--- src/rtl/fetch_pc_sequencer_super_pkg.sv ---
`default_nettype none
// +------------------------------------------------------------------------+
// | Module   : fetch_pc_sequencer_super_pkg                                |
// | Purpose  : Shared fetch definitions: RISC-V control-flow opcodes, the  |
// |            fetch sequencer state encoding and immediate extraction     |
// |            helpers for JAL (J-type) and conditional branch (B-type).   |
// | Ports    : none (package)                                              |
// | Config   : FETCH_RAS_EN (consumed by fetch_pc_sequencer_super)         |
// | Revision : 1.0 - initial release                                       |
// +------------------------------------------------------------------------+
package fetch_pc_sequencer_super_pkg;

  localparam logic [6:0] OPC_JAL    = 7'b1101111;
  localparam logic [6:0] OPC_JALR   = 7'b1100111;
  localparam logic [6:0] OPC_BRANCH = 7'b1100011;

  typedef enum logic [0:0] {
    RUN       = 1'b0,
    JALR_WAIT = 1'b1
  } fetch_state_t;

  // J-type offset: imm[20|10:1|11|19:12] in inst[31:12], sign-extended to 32 bits.
  function automatic logic [31:0] imm_j(input logic [31:0] inst);
    return {{11{inst[31]}}, inst[31], inst[19:12], inst[20], inst[30:21], 1'b0};
  endfunction

  // B-type offset: imm[12|10:5] in inst[31:25], imm[4:1|11] in inst[11:7].
  function automatic logic [31:0] imm_b(input logic [31:0] inst);
    return {{19{inst[31]}}, inst[31], inst[7], inst[30:25], inst[11:8], 1'b0};
  endfunction

endpackage
`default_nettype wire

--- src/rtl/fetch_pc_sequencer_super_ras.sv ---
`default_nettype none
// +------------------------------------------------------------------------+
// | Module   : fetch_ras                                                   |
// | Purpose  : Circular return-address stack. A push onto a full stack     |
// |            overwrites the oldest entry; the count saturates at DEPTH.  |
// | Ports    : clk, reset        - clock, synchronous active-high reset    |
// |            i_push/i_push_data - push a return address                  |
// |            i_pop             - pop top entry (ignored when empty)      |
// |            o_top             - current top-of-stack value              |
// |            o_empty           - stack holds no entries                  |
// | Config   : instantiated only when FETCH_RAS_EN is defined              |
// | Revision : 1.0 - initial release                                       |
// +------------------------------------------------------------------------+
module fetch_ras #(
  parameter int WIDTH = 32,
  parameter int DEPTH = 8
) (
  input  logic             clk,
  input  logic             reset,
  input  logic             i_push,
  input  logic [WIDTH-1:0] i_push_data,
  input  logic             i_pop,
  output logic [WIDTH-1:0] o_top,
  output logic             o_empty
);

  localparam int PW = (DEPTH > 1) ? $clog2(DEPTH) : 1;
  localparam int CW = PW + 1;
  localparam logic [CW-1:0] C_FULL = CW'(DEPTH);

  logic [WIDTH-1:0] mem_q [DEPTH];
  logic [WIDTH-1:0] mem_d [DEPTH];
  logic [PW-1:0]    ptr_q, ptr_d;   // next free slot
  logic [CW-1:0]    cnt_q, cnt_d;
  logic [PW-1:0]    w_top_idx;

  assign w_top_idx = ptr_q - PW'(1);
  assign o_top     = mem_q[w_top_idx];
  assign o_empty   = (cnt_q == '0);

  always_comb begin
    mem_d = mem_q;
    ptr_d = ptr_q;
    cnt_d = cnt_q;
    if (i_push) begin
      // Pointer wrap makes a full-stack push land on the oldest slot.
      mem_d[ptr_q] = i_push_data;
      ptr_d        = ptr_q + PW'(1);
      if (cnt_q != C_FULL) cnt_d = cnt_q + CW'(1);
    end else if (i_pop && !o_empty) begin
      ptr_d = ptr_q - PW'(1);
      cnt_d = cnt_q - CW'(1);
    end
  end

  always_ff @(posedge clk) begin
    if (reset) begin
      ptr_q <= '0;
      cnt_q <= '0;
    end else begin
      ptr_q <= ptr_d;
      cnt_q <= cnt_d;
    end
  end

  // Entries are qualified by cnt_q, so the storage itself needs no reset.
  always_ff @(posedge clk) begin
    mem_q <= mem_d;
  end

endmodule
`default_nettype wire

--- src/rtl/fetch_pc_sequencer_super.sv ---
`default_nettype none
// +------------------------------------------------------------------------+
// | Module   : fetch_pc_sequencer_super                                    |
// | Purpose  : Five-lane fetch PC sequencer. Finds the first control       |
// |            transfer in the fetched group, masks later lanes and        |
// |            computes the next group PC (JAL/branch target, return-stack |
// |            or predicted JALR target, or sequential +20). Unpredicted   |
// |            JALRs park the sequencer in JALR_WAIT until a redirect.     |
// | Ports    : clk, reset                 - clock, sync active-high reset  |
// |            instruction_0..4           - fetched group                  |
// |            jump_0..4, jalr_0..4       - per-lane transfer flags        |
// |            jalr_prediction_valid/target - JALR target prediction       |
// |            fetch_ready                - downstream accepts the group   |
// |            redirect_valid/redirect_pc - backend redirect               |
// |            current_pc_0..4            - lane PCs                       |
// |            fetch_valid_0..4           - lane validity                  |
// |            jalr_wait_o                - sequencer in JALR_WAIT         |
// | Config   : FETCH_RAS_EN - adds the return-address stack (fetch_ras)    |
// |            Requires size >= 32 (instruction fields are in [31:0]).     |
// | Revision : 1.0 - initial release                                       |
// +------------------------------------------------------------------------+
module fetch_pc_sequencer_super
  import fetch_pc_sequencer_super_pkg::*;
#(
  parameter int              size      = 32,
  parameter logic [size-1:0] RESET_PC  = '0,
  parameter int              RAS_DEPTH = 8
) (
  input  logic            clk,
  input  logic            reset,
  input  logic [size-1:0] instruction_0,
  input  logic [size-1:0] instruction_1,
  input  logic [size-1:0] instruction_2,
  input  logic [size-1:0] instruction_3,
  input  logic [size-1:0] instruction_4,
  input  logic            jump_0,
  input  logic            jump_1,
  input  logic            jump_2,
  input  logic            jump_3,
  input  logic            jump_4,
  input  logic            jalr_0,
  input  logic            jalr_1,
  input  logic            jalr_2,
  input  logic            jalr_3,
  input  logic            jalr_4,
  input  logic            jalr_prediction_valid,
  input  logic [size-1:0] jalr_prediction_target,
  input  logic            fetch_ready,
  input  logic            redirect_valid,
  input  logic [size-1:0] redirect_pc,
  output logic [size-1:0] current_pc_0,
  output logic [size-1:0] current_pc_1,
  output logic [size-1:0] current_pc_2,
  output logic [size-1:0] current_pc_3,
  output logic [size-1:0] current_pc_4,
  output logic            fetch_valid_0,
  output logic            fetch_valid_1,
  output logic            fetch_valid_2,
  output logic            fetch_valid_3,
  output logic            fetch_valid_4,
  output logic            jalr_wait_o
);

  localparam logic [size-1:0] C_GROUP_BYTES = size'(20);

  logic [size-1:0] pc_q, pc_d;
  fetch_state_t    state_q, state_d;

  logic [31:0]     w_instr [5];
  logic [4:0]      w_jump, w_jalr;
  logic [size-1:0] w_lane_pc [5];
  logic [4:0]      w_valid;

  // Terminating-lane decode
  logic [2:0]      w_term_lane;
  logic            w_term_jump;
  logic            w_term_jalr;
  logic [31:0]     w_term_instr;
  logic [size-1:0] w_term_pc;
  logic [31:0]     w_jump_off;
  logic [size-1:0] w_jump_target;
  logic            w_accept;

  logic            w_ras_hit;
  logic [size-1:0] w_ras_top;

  assign w_instr[0] = instruction_0[31:0];
  assign w_instr[1] = instruction_1[31:0];
  assign w_instr[2] = instruction_2[31:0];
  assign w_instr[3] = instruction_3[31:0];
  assign w_instr[4] = instruction_4[31:0];
  assign w_jump     = {jump_4, jump_3, jump_2, jump_1, jump_0};
  assign w_jalr     = {jalr_4, jalr_3, jalr_2, jalr_1, jalr_0};

  // Scan from the top lane down so the lowest flagged lane wins. When no
  // lane transfers, lane index 4 stands in and both term flags stay low.
  always_comb begin
    w_term_lane  = 3'd4;
    w_term_jump  = 1'b0;
    w_term_jalr  = 1'b0;
    w_term_instr = '0;
    for (int k = 4; k >= 0; k--) begin
      if (w_jump[k] || w_jalr[k]) begin
        w_term_lane  = 3'(k);
        w_term_jump  = w_jump[k];
        w_term_jalr  = !w_jump[k];
        w_term_instr = w_instr[k];
      end
    end
  end

  always_comb begin
    for (int k = 0; k < 5; k++) begin
      w_lane_pc[k] = pc_q + size'(4 * k);
      w_valid[k]   = (state_q == RUN) && (3'(k) <= w_term_lane);
    end
  end

  assign w_term_pc     = pc_q + size'({w_term_lane, 2'b00});
  assign w_jump_off    = (w_term_instr[6:0] == OPC_JAL) ? imm_j(w_term_instr)
                                                        : imm_b(w_term_instr);
  assign w_jump_target = w_term_pc + size'($signed(w_jump_off));
  assign w_accept      = !redirect_valid && fetch_ready && (state_q == RUN);

`ifdef FETCH_RAS_EN
  logic w_ras_call;
  logic w_ras_ret;
  logic w_ras_empty;
  logic w_ras_push;
  logic w_ras_pop;

  // Calls link through x1/x5; a return is jalr x0, rs1 in {x1, x5}.
  assign w_ras_call = (w_term_instr[6:0] == OPC_JAL) &&
                      ((w_term_instr[11:7] == 5'd1) || (w_term_instr[11:7] == 5'd5));
  assign w_ras_ret  = ((w_term_instr[19:15] == 5'd1) || (w_term_instr[19:15] == 5'd5)) &&
                      (w_term_instr[11:7] == 5'd0);
  assign w_ras_hit  = w_term_jalr && w_ras_ret && !w_ras_empty;
  assign w_ras_push = w_accept && w_term_jump && w_ras_call;
  assign w_ras_pop  = w_accept && w_ras_hit;

  fetch_ras #(
    .WIDTH (size),
    .DEPTH (RAS_DEPTH)
  ) u_fetch_ras (
    .clk         (clk),
    .reset       (reset),
    .i_push      (w_ras_push),
    .i_push_data (w_term_pc + size'(4)),
    .i_pop       (w_ras_pop),
    .o_top       (w_ras_top),
    .o_empty     (w_ras_empty)
  );
`else
  assign w_ras_hit = 1'b0;
  assign w_ras_top = '0;
`endif

  always_comb begin
    pc_d    = pc_q;
    state_d = state_q;
    if (redirect_valid) begin
      pc_d    = redirect_pc;
      state_d = RUN;
    end else if (w_accept) begin
      if (w_term_jump) begin
        pc_d = w_jump_target;
      end else if (w_term_jalr) begin
        if (w_ras_hit) begin
          pc_d = {w_ras_top[size-1:1], 1'b0};
        end else if (jalr_prediction_valid) begin
          pc_d = {jalr_prediction_target[size-1:1], 1'b0};
        end else begin
          state_d = JALR_WAIT;
        end
      end else begin
        pc_d = pc_q + C_GROUP_BYTES;
      end
    end
  end

  always_ff @(posedge clk) begin
    if (reset) begin
      pc_q    <= RESET_PC;
      state_q <= RUN;
    end else begin
      pc_q    <= pc_d;
      state_q <= state_d;
    end
  end

  assign current_pc_0  = w_lane_pc[0];
  assign current_pc_1  = w_lane_pc[1];
  assign current_pc_2  = w_lane_pc[2];
  assign current_pc_3  = w_lane_pc[3];
  assign current_pc_4  = w_lane_pc[4];
  assign fetch_valid_0 = w_valid[0];
  assign fetch_valid_1 = w_valid[1];
  assign fetch_valid_2 = w_valid[2];
  assign fetch_valid_3 = w_valid[3];
  assign fetch_valid_4 = w_valid[4];
  assign jalr_wait_o   = (state_q == JALR_WAIT);

endmodule
`default_nettype wire
--- config.mk ---
export PLATFORM = sky130hd
export DESIGN_NAME = fetch_pc_sequencer_super
export DESIGN_NICKNAME = d
export VERILOG_FILES = /design/src/rtl/fetch_pc_sequencer_super_pkg.sv /design/src/rtl/fetch_pc_sequencer_super_ras.sv /design/src/rtl/fetch_pc_sequencer_super.sv
export SDC_FILE = /design/constraint.sdc
export NUM_CORES = 1
export LEC_CHECK = 0
export CAP_MARGIN = 30
export CORE_AREA = 2 2 158 160
export CTS_CLUSTER_SIZE = 24
export DETAILED_ROUTE_END_ITERATION = 8
export DIE_AREA = 0 0 160 162
export PLACE_DENSITY = 0.67
export SKIP_LAST_GASP = 1
export SLEW_MARGIN = 20
export SYNTH_ARGS = -nofsm -noshare
export SYNTH_HDL_FRONTEND = slang
export SYNTH_SLANG_ARGS = --single-unit
export TNS_END_PERCENT = 30
--- constraint.sdc ---
create_clock -name clk -period 7.2 [get_ports clk]
set_input_delay 1.44 -clock clk [delete_from_list [all_inputs] [get_ports clk]]
set_output_delay 1.44 -clock clk [all_outputs]
set_load 0.03 [all_outputs]
* Word-level counts from Yosys, hierarchy flattened
Cells that the tools add are included.
W data, S select, Z words.
** Storage, ports and cells
- Input bits :: 239
- Word-level logic and storage cells :: 66
- Register bits after elaboration :: 33
** Operators by class
- Reduce and logical (&&, ||, !) cells :: 22
- Magnitude comparators :: 5
- Bitwise operators :: 3
- Multiplexer cells :: 25
- Eq/ne operators :: 2
- $add $sub $neg :: 7
** Operators by type and width (count)
- $mux W32 :: 10
- $add A32 B4 Y32 const B :: 2
- $add A32 B5 Y32 const B :: 2
- $add A32 B3 Y32 const B :: 1
- $add A32 B32 Y32 :: 1
- $add A32 B5 Y32 :: 1
- $mux W20 :: 1
- $mux W3 :: 4
- $mux W1 :: 10
- $eq A7 B7 Y1 const B :: 1
- $logic_and A1 B1 Y1 :: 7
- $le A1 B3 Y1 const A :: 2
- $le A2 B3 Y1 const A :: 2
- $logic_not A1 Y1 :: 6
- $logic_or A1 B1 Y1 :: 5
- $ne A4 B4 Y1 const B :: 1
- $reduce_and A4 Y1 :: 1
- $le A3 B3 Y1 const A :: 1
- $not A1 Y1 :: 3
- $reduce_and A2 Y1 :: 1
- $reduce_bool A2 Y1 :: 1
- $reduce_or A2 Y1 :: 1

* Depth between registers and ports, before layout
- Depth in word-level cells :: 12
- Depth in mapped cells :: 21
- Depth with buffers taken out :: 20

* Least setup slack after synthesis
Ideal clock, no wire load.
- Path type :: input port to flip-flop
- From :: in jalr_3
- To :: reg pc_q[24]
- Data arrival time :: 5.695 ns
- Path slack :: 1.436 ns
- Stages :: 21
- Buffers on the path :: 1
- Path through :: or2_1 buf_2 nor4_1 o21ai_0 o31a_1 o21ai_1 a21oi_1 mux4_2 inv_1 fa_1 inv_1 ha_1 fa_1 a21oi_1 o21ai_0 a211o_1 a211oi_1 o211ai_1 a2111o_1 o211a_1 a21oi_1
** Between the ends
- Cells in the longest elaborated chain, start to end :: 11
- Elaborated cells on any way between the ends :: 27
- Those cells by class :: add/sub: 2; eq/ne: 2; mux: 21; reduce/logical: 2
** RTL lines
- start: declaration :: RTL line fetch_pc_sequencer_super.sv:44 : input logic jalr_3,
- $logic_or A1 B1 Y1 (*) :: RTL line fetch_pc_sequencer_super.sv:103 : if (w_jump[k] || w_jalr[k]) begin
- branches (longest 10 deep; another with $add A32 B5 Y32)
- end signal: assignment :: RTL line fetch_pc_sequencer_super.sv:186 : pc_q <= pc_d;
- end: declaration :: RTL line fetch_pc_sequencer_super.sv:66 : logic [size-1:0] pc_q, pc_d;
Mark *: on every way between the ends. The select of a mux whose other input is x is not followed.
A chain may end at the register's enable or synchronous reset.

* Worst setup path after layout
- From :: in jalr_3
- To :: reg pc_q[31]
The elaborated chain is that of the path after synthesis.

==> impl_metrics.yaml <==
outcome:
  status: "complete, no violations"
floorplan:
  fp.dieArea_um2: 25900
  die_height_um: 162
  ios: 405
  die_w_um: 160
  rows: 57
  start_util_pct: 31.8
  coreArea_um2: 24100
clock_tree:
  clock_path_buffers: 2
  clock_latency_ns: 0.28
  cts_tree: "done"
  numCtsBuffers: 5
  clockRootBuffer: "clkbuf_16"
  path_clk_slew_ns: 0.06
  post_cts_buffers: 0
  cts_resized: 0
  h-tree-depth: 2
  clock_sinks: 33
  ctsHoldBuffers: 0
critical_path:
  critPathCaptureType: "flip-flop"
  worstRegToRegCells: 10
  r2r-start: "pc_q[10]"
  r2r-end: "pc_q[31]"
  crit_required_ns: 7.38
  start_kind: "primary input"
  path_class: "primary input to flip-flop"
  crit_arrival_ns: 6.75
  r2r_setup_slack_ns: 3.42
  worst-path-max-fanout: 12
  cp-endpoint: "pc_q[31]"
  cp-startpoint: "jalr_3"
placement:
  dp.cells: 1750
  place_hpwl_um: 31100
  io_buffers: 403
  gp_congestion: 0.923
sta:
  finClkSkew_ns: 0.00553
  relSlewSlack_pct: 41.6
  hold_viol: 0
  drv_slew: 0
  tns_ns: 0
  max_freq_ghz: 0.152
  rsz0062_at_grt: "false"
  tightest_slew_ns: 0.869
  layout_min_cycle_time_ns: 6.57
  finalSetupViolCount: 0
  fin_crit_sh_pct: 91.2
grt:
  overflow: 0
  grt_pass1_wl_um: 56700
  track_usage_pct: 27.9
  grt_pass1_vias: 9591
  grt_max_degree: 47
  grt_antenna_before_repair: 2
power_and_ir_drop:
  ir_drop_mv: 0.0823
  p_per_area_nw_per_um2: 131
  internal_power_mw: 0.846
  sw_frac_of_total_pct: 46.2
  combPwrFrac_pct: 65.4
  p_leak_nw: 4.47
  clkPwrFrac_pct: 16.7
  power.net_switching_mw: 0.728
  power_frac_seq_pct: 17.9
finish:
  utilization_pct: 49.7
  drive_gt1_share_pct: 4.32
  areaGrowthSynthToFinish_pct: 56.1
  finalNonFillerCells: 1763
  nets: 1740
synth:
  avgSynthCellArea_um2: 6.95
  synth_cell_types: 74
  netlist_area_um2: 7680
  ys.flop_type: "dfxtp_1"
  ys.warnings.count: 0
  netlist_instances: 1104
  yosysSeqAreaShare_pct: 8.61
  synth_fp_nets: 1410
  synth-seq-cells: 33
  synth-async-reset-ratio_pct: 0
  synth_edf_count: 0
detailed_routing:
  ant_nets: 0
  drc: 0
  vias_per_cell: 5.57
  dr.pass1.iters: 5
  wl_per_cell_um: 21.6
  vias: 9816
  drt-total-wl_um: 38200
  drt-initial-drc-count: 816
hold_path:
  hp-class: "flip-flop to flip-flop"
job:
  cap_violations: 0
-- cells in the mapped netlist, drive strengths merged (19+ instances only) --
| cell type | n | share of area, % |
|---|---|---|
| buf | 51 | 4.2 |
| nor2 | 98 | 4.8 |
| a21oi | 60 | 3.9 |
| nand2 | 157 | 7.7 |
| nand4 | 19 | 1.7 |
| o21ai | 72 | 4.7 |
| a211oi | 28 | 2.7 |
| dfxtp | 33 | 8.6 |
| nor3 | 47 | 3.3 |
| nand3 | 28 | 1.8 |
| clkbuf | 50 | 2.4 |
| o211ai | 25 | 2.4 |
| a221oi | 20 | 2.3 |
| ha | 63 | 10 |
| xor2 | 55 | 6.3 |
| xnor2 | 103 | 12 |
| inv | 24 | 1.2 |
-- how the worst min path moves through the flow --
| stage | from | end | slack [ns] | cells after the start |
|---|---|---|---|---|
| detailed placement | pc_q[0] | pc_q[0] | 0.56 | 2 |
| global route | pc_q[0] | pc_q[0] | 0.62 | 2 |
| floorplan | jalr_wait_o | jalr_wait_o | 0.68 | 2 |
| global placement | pc_q[0] | pc_q[0] | 0.56 | 2 |
| CTS | pc_q[0] | pc_q[0] | 0.58 | 2 |
| finish | pc_q[0] | pc_q[0] | 0.57 | 2 |
-- sequential cells by signal, summed over array words and instances, names as in the netlist --
| signal | cells |
|---|---|
| jalr_wait_o | 1 |
| pc_q | 32 |
-- cell type report --
cell class | instances | area (µm²)
inverters | 25 | 93.8
clock inverters | 1 | 30.0
fillers | 2464 | 12100
multi-input cells | 945 | 6440
flip-flops and latches | 33 | 661
repair buffers | 424 | 4200
diodes | 4 | 10.0
well taps | 324 | 405
clock buffers | 7 | 143
-- worst max-delay path: stages --
cell and delay [ns]:
clkdlybuf4s50_1 0.50, or2_1 0.31, nor4_1 0.11, o21ai_0 0.16
o31a_1 0.20, o21ai_1 0.07, a21oi_1 0.34, buf_4 0.26
mux4_2 0.56, fa_1 0.45, ha_1 0.39, o211ai_1 0.25
nor3_2 0.09, o211ai_1 0.36, a211oi_1 0.18, o31ai_1 0.44
o21ai_1 0.15, xnor2_1 0.16, a2111oi_2 0.34
-- placed cells by master (no fill, tap or decap), types with 7 or more instances in the layout --
cell and instances:
nor4_1 11, nand3_1 28, a21oi_1 60, nand2_1 156, nor3_1 43, o21ai_0 69, clkdlybuf4s50_1 403, xnor2_1 103
nor2_1 94, inv_1 24, o311ai_0 9, ha_1 63, a221o_1 11, buf_4 20, a221oi_1 20, nand4_1 18
a211oi_1 28, nor2b_1 8, a21o_1 11, o211ai_1 25, xor2_1 55, and3_1 13, dfxtp_1 33, and2_1 7
-- layer usage --
layer | GRT usage, % | wire [µm] | share of wire (%) | up-vias
li1 | - | - | - | 4658
met1 | 33.2 | 15000 | 39 | 4529
met2 | 51.5 | 19200 | 50 | 567
met3 | 3.47 | 2840 | 7.4 | 62
met4 | 10.4 | 1110 | 2.9 | 0
met5 | 0 | 0 | 0 | -
-- metrics by stage --
stage,worst slack (ns),power (mW),area [µm²],hold slack [ns]
2_1_floorplan,1.44,0.862,7680,0.678
3_3_place_gp,0.425,1.30,11800,0.561
3_5_place_dp,0.386,1.30,11800,0.564
4_1_cts,0.659,1.57,12000,0.577
5_1_grt,0.146,1.66,12000,0.616
6_report,0.633,1.57,12000,0.570
-- logic make-up after synthesis --
kind of cell,count (synthesis),share of synthesized area (%)
buf+inv,126,7.91
simple gates,420,25.9
xor+xnor,158,18.0
mux,8,1.86
flops,33,8.61
fa+ha+maj,67,11.3
compound gates,292,26.4
-- power groups by stage --
stage	logic [mW]	clock network, mW	registers (mW)
2_1_floorplan	0.611	0	0.251
3_3_place_gp	1.01	0	0.282
3_5_place_dp	1.02	0	0.282
4_1_cts	1.03	0.266	0.278
5_1_grt	1.11	0.273	0.284
6_report	1.03	0.263	0.281
Power figures use the tool's default switching activity.
==> patch 1 (config.mk and constraints unchanged) <==
Register the input `jalr_prediction_target` before use, without a reset. The logic sees it one clock later. The other inputs are not delayed to match.
--- a/src/rtl/fetch_pc_sequencer_super.sv
+++ b/src/rtl/fetch_pc_sequencer_super.sv
@@ -63,6 +63,12 @@
 
   localparam logic [size-1:0] C_GROUP_BYTES = size'(20);
 
+  logic [size-1:0] jalr_prediction_target_q;
+
+  always_ff @(posedge clk) begin
+    jalr_prediction_target_q <= jalr_prediction_target;
+  end
+
   logic [size-1:0] pc_q, pc_d;
   fetch_state_t    state_q, state_d;
 
@@ -168,7 +174,7 @@
         if (w_ras_hit) begin
           pc_d = {w_ras_top[size-1:1], 1'b0};
         end else if (jalr_prediction_valid) begin
-          pc_d = {jalr_prediction_target[size-1:1], 1'b0};
+          pc_d = {jalr_prediction_target_q[size-1:1], 1'b0};
         end else begin
           state_d = JALR_WAIT;
         end
Formal check against the unedited RTL: not equivalent (a bounded check fails within 4 cycles, from zero or initial values and one cycle with reset high).
==> patch 1 against the unedited design <==
- setup slack gained 73 ps
- first-iteration DRC count down 16%
- cell count is 1.2% higher
- routed wire length increased by 1.4%
- largest cell class unchanged
- area after synthesis grew 5.9%
- cell area is 5.2% higher
- clock skew grew 0.57 ps
- sequential cell count increased by 31
- total power grew 36%
- via count is 0.25% lower
- count of clock-buffer cells in the layout grew 2
==> patch 1: results <==
[setup_path]
reg2reg_depth = 13
worstPathArrival_ps = 6730
reg2reg_to = pc_q[18]
reg2reg_from = pc_q[2]
cp_max_fo = 10
rrSetupSlack_ps = 2380
crit_path_end_kind = flop

[route]
drt-initial-drc-count = 682
detail_route.wl_per_cell_um = 21.7
viasPerCell = 5.49
num_vias = 9791

[synthesis]
synthFlopType = dfxtp_1
synth_common_cells = 139 x nand2_1, 117 x nor2_1, 90 x xnor2_1
ys_top_cells_by_area = dfxtp_1 16%, ha_1 9.7%, xnor2_1 9.7%
synth_fp_nets = 1417
synth-seq-area-share_pct = 15.8
syn_avg_cell_area_um2 = 7.32
synth_cell_types = 69

[min_path]
hold_class = flop to flop
hold_depth = 2
min_to = pc_q[0]

[sta]
hold_ws_ps = 559
post-route-period-util_pct = 90.2
clock_skew_ps = 6.10
tightest_slew_ps = 952

[placement]
routabilityCongestion = 0.948
hpwl_um = 31300
dp.cells = 1765
pre_cts_ws_ps = 366

[cts]
path_clk_slew_ps = 60
cts_buffer_depth = 2
numCtsBuffers = 9
cts_resized = 0
cts_max_level = 3
worstSkewPairLatency_ps = 340

[global_routing]
first_global_vias = 9702
grtUsageMet2_pct = 53.8
grt_max_degree = 40
met3_usage_pct = 4.65
antenna_found_initial = 3
grt_pass1_wl_um = 57400
met1_usage_pct = 33.1
track_usage_pct = 28.7

[run]
maxCapViolCount = 0

[power_and_ir_drop]
leakagePower_nw = 4.78
p_sw_uw = 943
ir_worst_vdd_uv = 134

[status]
status = completed

[final_layout]
drive_above_1_share_pct = 4.60
regMostFlops = pc_q
nFillCells = 2441
==> patch 1: power groups by stage <==
stage | combinational, mW | sequential [mW] | clock, mW
global placement | 1.18 | 0.507 | 0
global route | 1.27 | 0.507 | 0.463
finish | 1.19 | 0.504 | 0.446
CTS | 1.19 | 0.500 | 0.448
floorplan | 0.710 | 0.458 | 0
detailed placement | 1.18 | 0.508 | 0
==> patch 1: metal layers <==
layer,part of all wire (%),vias to the layer above
met5,0,-
met4,2.8,0
met3,7.4,54
met2,51,473
met1,38,4583
li1,-,4681
==> patch 1: final cells by class <==
type                       instances  area [µm²]  share of cell area (%)
clock buffer                       9         225                    1.79
timing repair buffer             421        4170                    33.1
tap                              324         405                    3.22
sequential                        64        1280                    10.2
multi-input combinational        937        6370                    50.5
inverter                          19        71.3                   0.566
antenna                            4        10.0                  0.0794
clock inverter                     7        72.6                   0.576
==> patch 1: cell families after synthesis <==
kind of cell             count (synthesis)  synth area share [%]
AO/OA/AOI/OAI                          288                  24.3
XOR/XNOR                               158                  17.0
adder cells (fa/ha/maj)                 67                  10.7
buffers and inverters                  110                  6.28
flip-flops                              64                  15.8
multiplexers                            11                  2.12
AND/OR/NAND/NOR                        413                  23.8
==> patch 1: worst max-delay path, stage by stage <==
cell	delay, ps
clkdlybuf4s50_1	450
or2_1	260
buf_4	180
nor2_2	320
a221o_1	200
o21ai_0	70
o21ai_0	230
mux4_2	280
inv_1	50
fa_1	470
inv_1	40
ha_1	250
fa_1	430
a21o_1	230
a221oi_2	390
nor3b_1	150
or2_1	290
a311oi_1	320
xnor2_1	200
a211oi_1	110
o41ai_1	350
==> patch 1: metrics by stage <==
stage	area [µm²]	util [%]
detailed placement	12300	51.0
global placement	12300	51.0
global route	12600	52.3
floorplan	8130	-
CTS	12600	52.2
finish	12600	52.3
==> patch 2 (same flow settings) <==
Made on the original files. Reset style: asynchronous (`reset`), changed in one clocked block. Comments in the files are not updated.
--- a/src/rtl/fetch_pc_sequencer_super.sv
+++ b/src/rtl/fetch_pc_sequencer_super.sv
@@ -178,7 +178,7 @@
     end
   end
 
-  always_ff @(posedge clk) begin
+  always_ff @(posedge clk or posedge reset) begin
     if (reset) begin
       pc_q    <= RESET_PC;
       state_q <= RUN;
Behaviour: not the same (Yosys sat finds a counterexample within 4 cycles, from zero or initial values and one cycle with reset high; the reset may be asserted at any time).
==> patch 2 against the unedited design <==
- die area stayed put
- critical path depth is 2 higher
- area after synthesis is 0.20% lower
- core utilization is 0.21 points higher
- cell area is 0.42% higher
- register-to-register slack worse by 120 ps
- combinational power is 79% higher
- count of clock-buffer cells in the layout stayed put
- cell count is 1.6% higher
- total power is 52% higher
- setup slack worse by 6.9 ps
- routed wire length is 1.0% higher
- sequential cell count stayed put
==> patch 2: results <==
[synthesis]
synthAdderAreaFrac_pct = 11.3
yosysWarnings = 0
synth-seq-area-share_pct = 10.8
synthMuxAreaShare_pct = 1.73
synth-compound-area-share_pct = 25.3
synthFlopType = dfrtp_1
async_flop_share_pct = 100
synth_fp_nets = 1436
synth_common_cells = 142 x nand2_1, 127 x nor2_1, 97 x xnor2_1
synth-xor-area-share_pct = 17.4
ys_top_cells_by_area = xnor2_1 11%, dfrtp_1 11%, ha_1 10%
synth_cell_types = 62

[setup_path]
slowest_delay_ps = 530
cp_max_fo = 14
cpMaxStageDelayCell = clkdlybuf4s50_1
worstPathArrival_ps = 6710

[final_layout]
fin_nets = 1770
regMostFlops = pc_q
nFillCells = 2462
largest_reg_flops = 32
drive_above_1_share_pct = 3.55

[cts]
post-cts-setup-buffers = 0
cts_max_level = 2
path_clk_slew_ps = 60
cts_buffer_depth = 2
worstSkewPairLatency_ps = 280
cts_root_buf = clkbuf_16
numCtsBuffers = 5

[power_and_ir_drop]
ir_worst_vdd_uv = 97.3
leakagePower_nw = 4.56

[route]
first_pass_iters = 7
viasPerCell = 5.60
routed_wl_um = 38600
drt-initial-drc-count = 615

[global_routing]
grt_max_degree = 58
grt_pass1_wl_um = 57900
antenna_found_initial = 3
grtUsageMet2_pct = 52.9
first_global_vias = 9835
track_usage_pct = 28.8
met3_usage_pct = 4.32
met1_usage_pct = 33.1

[placement]
numPortBuffers = 403
hpwl_um = 31600
routabilityCongestion = 0.952

[sta]
clock_skew_ps = 5.35
maxSlewHeadroom_pct = 33.8

[status]
status = completed

[min_path]
hold_class = flop to flop
## patch 2: cell types whose count changed after synthesis, moves of 15 or more
| cell | unedited run | this run |
|---|---|---|
| a21oi_1 | 60 | 76 |
| clkbuf_1 | 50 | 74 |
| nor2_1 | 98 | 127 |
| o21ai_0 | 69 | 92 |
| buf_2 | 17 | 2 |
| o211ai_1 | 25 | 10 |
| dfxtp_1 | 33 | 0 |
| dfrtp_1 | 0 | 33 |
## patch 2: cells by family after synthesis
group,Yosys count
adders and majority gates,67
AOI/OAI and AO/OA,303
muxes,7
buffers and inverters,124
and+or+nand+nor,444
DFF,33
xor gates and xnor gates,152
## patch 2: layout make-up
type | count | area, µm² | area share, %
diodes | 3 | 7.51 | 0.0624
clock buffers | 7 | 143 | 1.19
inverters | 20 | 75.1 | 0.624
multi-input cells | 973 | 6330 | 52.7
flip-flops and latches | 33 | 826 | 6.86
well taps | 324 | 405 | 3.37
repair buffers | 431 | 4240 | 35.2
## patch 2: metal layers
layer / wire (µm) / share of wire, %
met5: 0 / 0
met4: 1540 / 4.0
met3: 2900 / 7.5
met2: 19500 / 51
met1: 14600 / 38
## patch 2: critical path, delay by kind of cell
kind | cells | cell delay [ps]
AO/OA/AOI/OAI | 8 | 1860
adder cells (fa/ha/maj) | 3 | 1130
AND/OR/NAND/NOR | 4 | 890
buffers and inverters | 4 | 830
multiplexers | 1 | 350
XOR/XNOR | 1 | 210
## patch 2: metrics by stage
stage	setup WS [ps]	cells	area, µm²	utilization, %
final	626	1791	12000	49.9
after floorplan	1530	1130	7660	-
after global placement	407	1781	11900	49.3
after CTS	607	1788	12000	49.9
after detailed placement	341	1781	11900	49.3
after global routing	285	1791	12000	49.9
## patch 2: power by group
part / internal, mW / switching [mW]
Sequential: 0.214 / 0.123
Clock: 0.136 / 0.0794
Combinational: 0.787 / 1.05
Total: 1.14 / 1.26
## patch 2: path summary, 6_finish.rpt
| path | start | endpoint | slack [ps] | cells past startpoint |
|---|---|---|---|---|
| worst max-delay path | jalr_3 | pc_q[28] | 630 | 21 |
| worst min-delay path | pc_q[0] | pc_q[0] | 630 | 2 |
| worst max register to register | pc_q[2] | pc_q[28] | 3300 | 13 |
| worst min register to register | pc_q[0] | pc_q[0] | 630 | 2 |
| max in group asynchronous | reset | pc_q[4] | 5270 | 3 |
| min in group asynchronous | reset | pc_q[27] | 1580 | 3 |
